### src/rtl/drive_frame_scheduler.sv
// Servo frame scheduler: arbitrates nav/override commands into a one-entry slot, hands the slot to
// the modulator only on duty-pattern wrap, and generates the registered PWM line.
// Optional frame watchdog enabled by defining SCHED_WATCHDOG_EN.
module drive_frame_scheduler #(
  parameter int unsigned CLK_RATE      = 100_000_000,
  parameter int unsigned FRAME_CYCLES  = CLK_RATE / 50,
  parameter int unsigned STATE_WRAP    = 24,
  parameter int unsigned PULSE_MIN     = 100_000,
  parameter int unsigned PULSE_MAX     = 200_000,
  parameter int unsigned PULSE_NEUTRAL = 150_000
) (
  input  logic        CLK,
  input  logic        RST,
  input  logic        NavReq,
  input  logic [4:0]  NavModInfo,
  output logic        NavAck,
  input  logic        OvrReq,
  input  logic [4:0]  OvrModInfo,
  output logic        OvrAck,
  input  logic [20:0] Pulse,
  output logic [4:0]  ModInfo,
  output logic [4:0]  State,
  output logic        ServoOut,
  output logic        FrameStart
);

  localparam int unsigned FW = ($clog2(FRAME_CYCLES) > 21) ? $clog2(FRAME_CYCLES) : 21;
  localparam logic [FW-1:0] FLast    = FW'(FRAME_CYCLES - 1);
  localparam logic [FW-1:0] FLatch   = FW'(FRAME_CYCLES - 2);
  localparam logic [FW-1:0] FAdvance = FW'(FRAME_CYCLES - 4);
  localparam logic [4:0]    StLast   = 5'(STATE_WRAP - 1);
  localparam logic [20:0]   WMin     = 21'(PULSE_MIN);
  localparam logic [20:0]   WMax     = 21'(PULSE_MAX);
  localparam logic [20:0]   WNeutral = 21'(PULSE_NEUTRAL);
  localparam logic [4:0]    CmdNeutral = 5'b00001;

  logic [FW-1:0] f_q, f_d;
  logic [4:0]    state_q, state_d;
  logic [4:0]    mod_q, mod_d;
  logic [20:0]   w_q, w_d;
  logic          slot_vld_q, slot_vld_d;
  logic          slot_ovr_q, slot_ovr_d;
  logic [4:0]    slot_cmd_q, slot_cmd_d;
  logic          servo_q, servo_d;
  logic          frame_start_q, frame_start_d;
  logic          nav_ack_q, ovr_ack_q;
  logic          advance, wrap, nav_acc, ovr_acc, pulse_ok;

`ifdef SCHED_WATCHDOG_EN
  localparam int unsigned WdogFrames = 50;
  localparam int unsigned WdogW      = $clog2(WdogFrames + 1);
  logic [WdogW-1:0] wdog_q, wdog_d;
  logic             wdog_expired;
  assign wdog_expired = (wdog_q == WdogW'(WdogFrames));
`endif

  always_comb begin
    advance = (f_q == FAdvance);
    wrap    = advance && (state_q == StLast);
    // The wrap cycle belongs to the slot hand-off; requests seen there wait one cycle.
    ovr_acc = OvrReq && !(slot_vld_q && slot_ovr_q) && !wrap;
    nav_acc = NavReq && !OvrReq && !slot_vld_q && !wrap;

    f_d     = (f_q == FLast) ? '0 : f_q + 1'b1;
    state_d = state_q;
    if (advance) state_d = wrap ? 5'd0 : state_q + 5'd1;

    pulse_ok = (Pulse >= WMin) && (Pulse <= WMax);
    w_d      = w_q;
    if (f_q == FLatch) w_d = pulse_ok ? Pulse : WNeutral;

    servo_d       = (f_q < FW'(w_q));
    frame_start_d = (f_q == '0);

    slot_vld_d = slot_vld_q;
    slot_ovr_d = slot_ovr_q;
    slot_cmd_d = slot_cmd_q;
    mod_d      = mod_q;
    if (wrap && slot_vld_q) begin
      mod_d      = slot_cmd_q;
      slot_vld_d = 1'b0;
    end
`ifdef SCHED_WATCHDOG_EN
    else if (wrap && wdog_expired) begin
      mod_d = CmdNeutral;
    end
`endif
    if (ovr_acc) begin
      slot_vld_d = 1'b1;
      slot_ovr_d = 1'b1;
      slot_cmd_d = OvrModInfo;
    end else if (nav_acc) begin
      slot_vld_d = 1'b1;
      slot_ovr_d = 1'b0;
      slot_cmd_d = NavModInfo;
    end

`ifdef SCHED_WATCHDOG_EN
    wdog_d = wdog_q;
    if (ovr_acc || nav_acc) wdog_d = '0;
    else if ((f_q == FLast) && !wdog_expired) wdog_d = wdog_q + 1'b1;
`endif
  end

  always_ff @(posedge CLK) begin
    if (RST) begin
      f_q           <= '0;
      state_q       <= '0;
      mod_q         <= CmdNeutral;
      w_q           <= WNeutral;
      slot_vld_q    <= 1'b0;
      slot_ovr_q    <= 1'b0;
      slot_cmd_q    <= '0;
      servo_q       <= 1'b0;
      frame_start_q <= 1'b0;
      nav_ack_q     <= 1'b0;
      ovr_ack_q     <= 1'b0;
`ifdef SCHED_WATCHDOG_EN
      wdog_q        <= '0;
`endif
    end else begin
      f_q           <= f_d;
      state_q       <= state_d;
      mod_q         <= mod_d;
      w_q           <= w_d;
      slot_vld_q    <= slot_vld_d;
      slot_ovr_q    <= slot_ovr_d;
      slot_cmd_q    <= slot_cmd_d;
      servo_q       <= servo_d;
      frame_start_q <= frame_start_d;
      nav_ack_q     <= nav_acc;
      ovr_ack_q     <= ovr_acc;
`ifdef SCHED_WATCHDOG_EN
      wdog_q        <= wdog_d;
`endif
    end
  end

  assign NavAck     = nav_ack_q;
  assign OvrAck     = ovr_ack_q;
  assign ModInfo    = mod_q;
  assign State      = state_q;
  assign ServoOut   = servo_q;
  assign FrameStart = frame_start_q;

endmodule

### config.mk
export PLATFORM = sky130hd
export DESIGN_NAME = drive_frame_scheduler
export DESIGN_NICKNAME = d
export VERILOG_FILES = /design/src/rtl/drive_frame_scheduler.sv
export SDC_FILE = /design/constraint.sdc
export NUM_CORES = 1
export LEC_CHECK = 0
export ABC_AREA = 1
export BUFFER_PORTS_ARGS = -buffer_cell sky130_fd_sc_hd__buf_2
export CAP_MARGIN = 20
export CORE_MARGIN = 2
export CORE_UTILIZATION = 40
export DETAILED_ROUTE_END_ITERATION = 12
export HOLD_SLACK_MARGIN = 0.03
export PLACE_DENSITY = 0.69
export SYNTH_ARGS = -nofsm -noshare
export SYNTH_HDL_FRONTEND = slang
export SYNTH_SLANG_ARGS = --single-unit
### constraint.sdc
create_clock -name CLK -period 3.1 [get_ports CLK]
set_input_delay 0.31 -clock CLK [delete_from_list [all_inputs] [get_ports CLK]]
set_output_delay 0.31 -clock CLK [all_outputs]
set_load 0.05 [all_outputs]
==> results.json <==
{
  "post_cts.repair.setup_buffers": 0,
  "overflow": 0,
  "post_drt_wl_per_cell_um": 11.9,
  "critical_path_class": "register to register",
  "grt_antenna_before_repair": 0,
  "area_delta_synth_final_pct": 14.3,
  "timing.critical_path.mode_cell": "sky130_fd_sc_hd__inv_1",
  "worst_setup_path_endpoint": "w_q[7]",
  "multi_input_comb_area_um2": 2000,
  "critical_path_depth": 7,
  "drtAntennaViolNets": 0,
  "floorplan.die.width_um": 98.9,
  "worstPathRequired_ns": 3.33,
  "die_h_um": 98.9,
  "fp-row-count": 34,
  "postSynthRegisterBits": 63,
  "static-leakage-power_nw": 1.84,
  "max_freq_mhz": 488,
  "synth_top_area_share_pct": 35.0,
  "setup_violations": 0,
  "clk-insertion-delay-late_ns": 0.34,
  "core_area_um2": 8720,
  "cts-root-buf": "sky130_fd_sc_hd__clkbuf_8",
  "dr.pass1.iters": 5,
  "worst-r2r-cell-count": 7,
  "dr_total_vias": 3386,
  "critPathArrivalTime_ns": 2.29,
  "drt-vias-per-instance": 5.04,
  "power-per-cell-area_nw_per_um2": 403,
  "dp_worst_setup_slack_ns": 1.09,
  "cts-buffers-inserted": 9,
  "buffer_ports.inserted": 48,
  "cts_buffer_depth": 2,
  "boundaryPins": 49,
  "postRouteWirelength_um": 7990,
  "antennaDiodeCount": 0,
  "cpPeakStageDelay_ns": 0.50,
  "wl_met2_um": 3810,
  "fraction_of_final_layout_cells_sized_beyond_drive_strength_1_pct": 17.4,
  "min-delay-path-class": "input pin to register",
  "outcome": "finished, final reports clean",
  "place.gp.congestion": 0.880,
  "irDropWorstVdd_v": 0.000204,
  "clock-skew-final_ns": 0.00935,
  "r2r-start": "f_q[4]",
  "dr.max_layer_used": "met4",
  "register_area_um2": 1260,
  "synthDominantAreaCellType": "sky130_fd_sc_hd__dfxtp_1",
  "post-dp-hpwl_um": 6340,
  "post_synth_instance_area_um2": 3600,
  "maxSlewViolCount": 0,
  "routedLengthMet1_um": 3730,
  "tightest_slew_ns": 0.612,
  "setup.worst_path.start": "f_q[4]",
  "critical_path.max_fanout": 12,
  "hold_violations": 0,
  "layout_common_cells": "120 x sky130_fd_sc_hd__nand2_1, 70 x sky130_fd_sc_hd__inv_1, 63 x sky130_fd_sc_hd__dfxtp_1",
  "r2r_setup_slack_ns": 1.05,
  "first_global_vias": 3075,
  "yosysWarnings": 0,
  "detailedRoute.firstIterationViolations": 161,
  "die_area_um2": 9770,
  "cts.repair.resized": 0,
  "pin_count_of_the_biggest_net_entering_global_routing": 31,
  "drc_errors": 0,
  "grt_setup_unrepaired": "false",
  "worst-path-buf-inv": 2,
  "grt.total_usage_pct": 16.8,
  "ctsHtreeMaxLevel": 3,
  "synthDistinctLibCells": 37,
  "n_fill_cell": 865,
  "cp_slowest_cell": "sky130_fd_sc_hd__dfxtp_1",
  "max_cap_viol_count": 0,
  "postSynthAreaPerCell_um2": 7.06,
  "instance_area_at_placement_um2": 3920,
  "total_power_mw": 1.66,
  "grt_pass1_wl_um": 13600,
  "layout_min_cycle_time_ns": 2.05,
  "worstSetupEndpointType": "register",
  "cts_tree": "built",
  "setup_total_negative_slack_ns": 0,
  "cp-start-kind": "register",
  "sequential_fraction_of_the_synthesis_area_pct": 35.0,
  "setup_ws_ns": 1.05,
  "layout.core_utilization_pct": 47.2,
  "layout_commonest_cell": "sky130_fd_sc_hd__nand2_1",
  "design.final.nets": 618,
  "worst_flop_to_flop_path_endpoint": "w_q[7]",
  "clk_pin_slew_worst_paths_ns": 0.07,
  "path_delay_family": "simple AND/OR/NAND/NOR gates",
  "crit_path_cell_trace": "nand4_1, inv_1, nand3_4, nor2_2, inv_1, a21oi_1, nand2_1",
  "synth.area.top_cells": "sky130_fd_sc_hd__dfxtp_1 35%, sky130_fd_sc_hd__nand2_1 13%, sky130_fd_sc_hd__ha_1 8.3%",
  "clock-sinks": 63,
  "initial_core_util_pct": 41.3,
  "met3WireLength_um": 313,
  "final.period_utilization_pct": 66.2,
  "final_cell_area_um2": 4110,
  "postSynthCellCount": 510,
  "max_slew_margin_pct": 59.2,
  "syn_nets": 569,
  "cts_hold_repair_buffers": 0
}
## cells by family (layout without fill, tap and decap cells)
family          Yosys count  count (layout)  synth area share [%]
xor+xnor                  7               7                  1.70
fa+ha+maj                24              24                  8.34
compound gates           72              72                  11.4
flops                    63              63                  35.0
buf+inv                  86             140                  9.49
simple gates            258             258                  34.1
## area by class of cell
type                            count  area share [%]
Clock buffer                        9            3.01
Sequential cell                    63            30.7
Multi-Input combinational cell    361            48.5
Inverter                           76            6.93
Tap cell                          108            3.28
Timing Repair Buffer               48            5.84
Clock inverter                      7            1.73
## metal layers
metal,track usage [%],vias to the layer above
li1,-,1760
met1,21.6,1534
met2,27.9,77
met3,2.98,15
met4,7.06,0
met5,0,-
## tightest hold or removal path: cells and delay by family
family / cells / cell delay [ns]
AOI/OAI and AO/OA: 1 / 0.06
buffers and inverters: 1 / 0.10
and+or+nand+nor: 1 / 0.07
## synthesized netlist by cell type
master and instances:
sky130_fd_sc_hd__a21oi_1 53, sky130_fd_sc_hd__a21oi_2 1, sky130_fd_sc_hd__a31oi_1 3, sky130_fd_sc_hd__buf_2 3, sky130_fd_sc_hd__buf_4 2, sky130_fd_sc_hd__buf_6 1, sky130_fd_sc_hd__clkbuf_1 4, sky130_fd_sc_hd__clkinv_1 2
sky130_fd_sc_hd__dfxtp_1 63, sky130_fd_sc_hd__ha_1 24, sky130_fd_sc_hd__inv_1 70, sky130_fd_sc_hd__inv_2 4, sky130_fd_sc_hd__nand2_1 120, sky130_fd_sc_hd__nand2_2 5, sky130_fd_sc_hd__nand2_4 1, sky130_fd_sc_hd__nand3_1 39
sky130_fd_sc_hd__nand3_4 1, sky130_fd_sc_hd__nand3b_1 4, sky130_fd_sc_hd__nand4_1 10, sky130_fd_sc_hd__nand4_4 1, sky130_fd_sc_hd__nor2_1 35, sky130_fd_sc_hd__nor2_2 6, sky130_fd_sc_hd__nor2_4 5, sky130_fd_sc_hd__nor3_1 18
sky130_fd_sc_hd__nor3_2 2, sky130_fd_sc_hd__nor3b_1 2, sky130_fd_sc_hd__nor4_1 5, sky130_fd_sc_hd__o2111ai_1 1, sky130_fd_sc_hd__o21ai_0 7, sky130_fd_sc_hd__o21ai_2 2, sky130_fd_sc_hd__o21ai_4 2, sky130_fd_sc_hd__o21bai_1 1
sky130_fd_sc_hd__o221ai_1 1, sky130_fd_sc_hd__o22ai_1 1, sky130_fd_sc_hd__or2_2 4, sky130_fd_sc_hd__xnor2_1 2, sky130_fd_sc_hd__xor2_1 5
## through the flow
stage | instances | hold slack, ns
2_1_floorplan | 510 | 0.428
3_3_place_gp | 656 | 0.442
3_5_place_dp | 656 | 0.442
4_1_cts | 672 | 0.236
5_1_grt | 672 | 0.238
6_report | 672 | 0.245
## state kept, by name, summed over array words and instances (netlist names)
| name | flops |
|---|---|
| slot_cmd_q | 5 |
| ModInfo | 5 |
| NavAck | 1 |
| State | 5 |
| slot_ovr_q | 1 |
| ServoOut | 1 |
| FrameStart | 1 |
| w_q | 21 |
| OvrAck | 1 |
| f_q | 21 |
| slot_vld_q | 1 |
## where the power goes
group | switching (mW) | internal, mW | total [mW] | leakage (nW)
Sequential | 0.00972 | 0.824 | 0.834 | 0.511
Combinational | 0.0830 | 0.0472 | 0.130 | 1.24
Clock | 0.326 | 0.370 | 0.696 | 0.0916
## worst min path at each step
| stage | startpoint | end | slack [ns] | cells after the start |
|---|---|---|---|---|
| 2_1_floorplan | w_q[18] | w_q[18] | 0.43 | 2 |
| 3_3_place_gp | w_q[18] | w_q[18] | 0.44 | 2 |
| 3_5_place_dp | w_q[19] | w_q[19] | 0.44 | 2 |
| 4_1_cts | Pulse[3] | w_q[3] | 0.24 | 3 |
| 5_1_grt | Pulse[2] | w_q[2] | 0.24 | 3 |
| 6_report | Pulse[3] | w_q[3] | 0.25 | 3 |
Power figures use the tool's default switching activity.
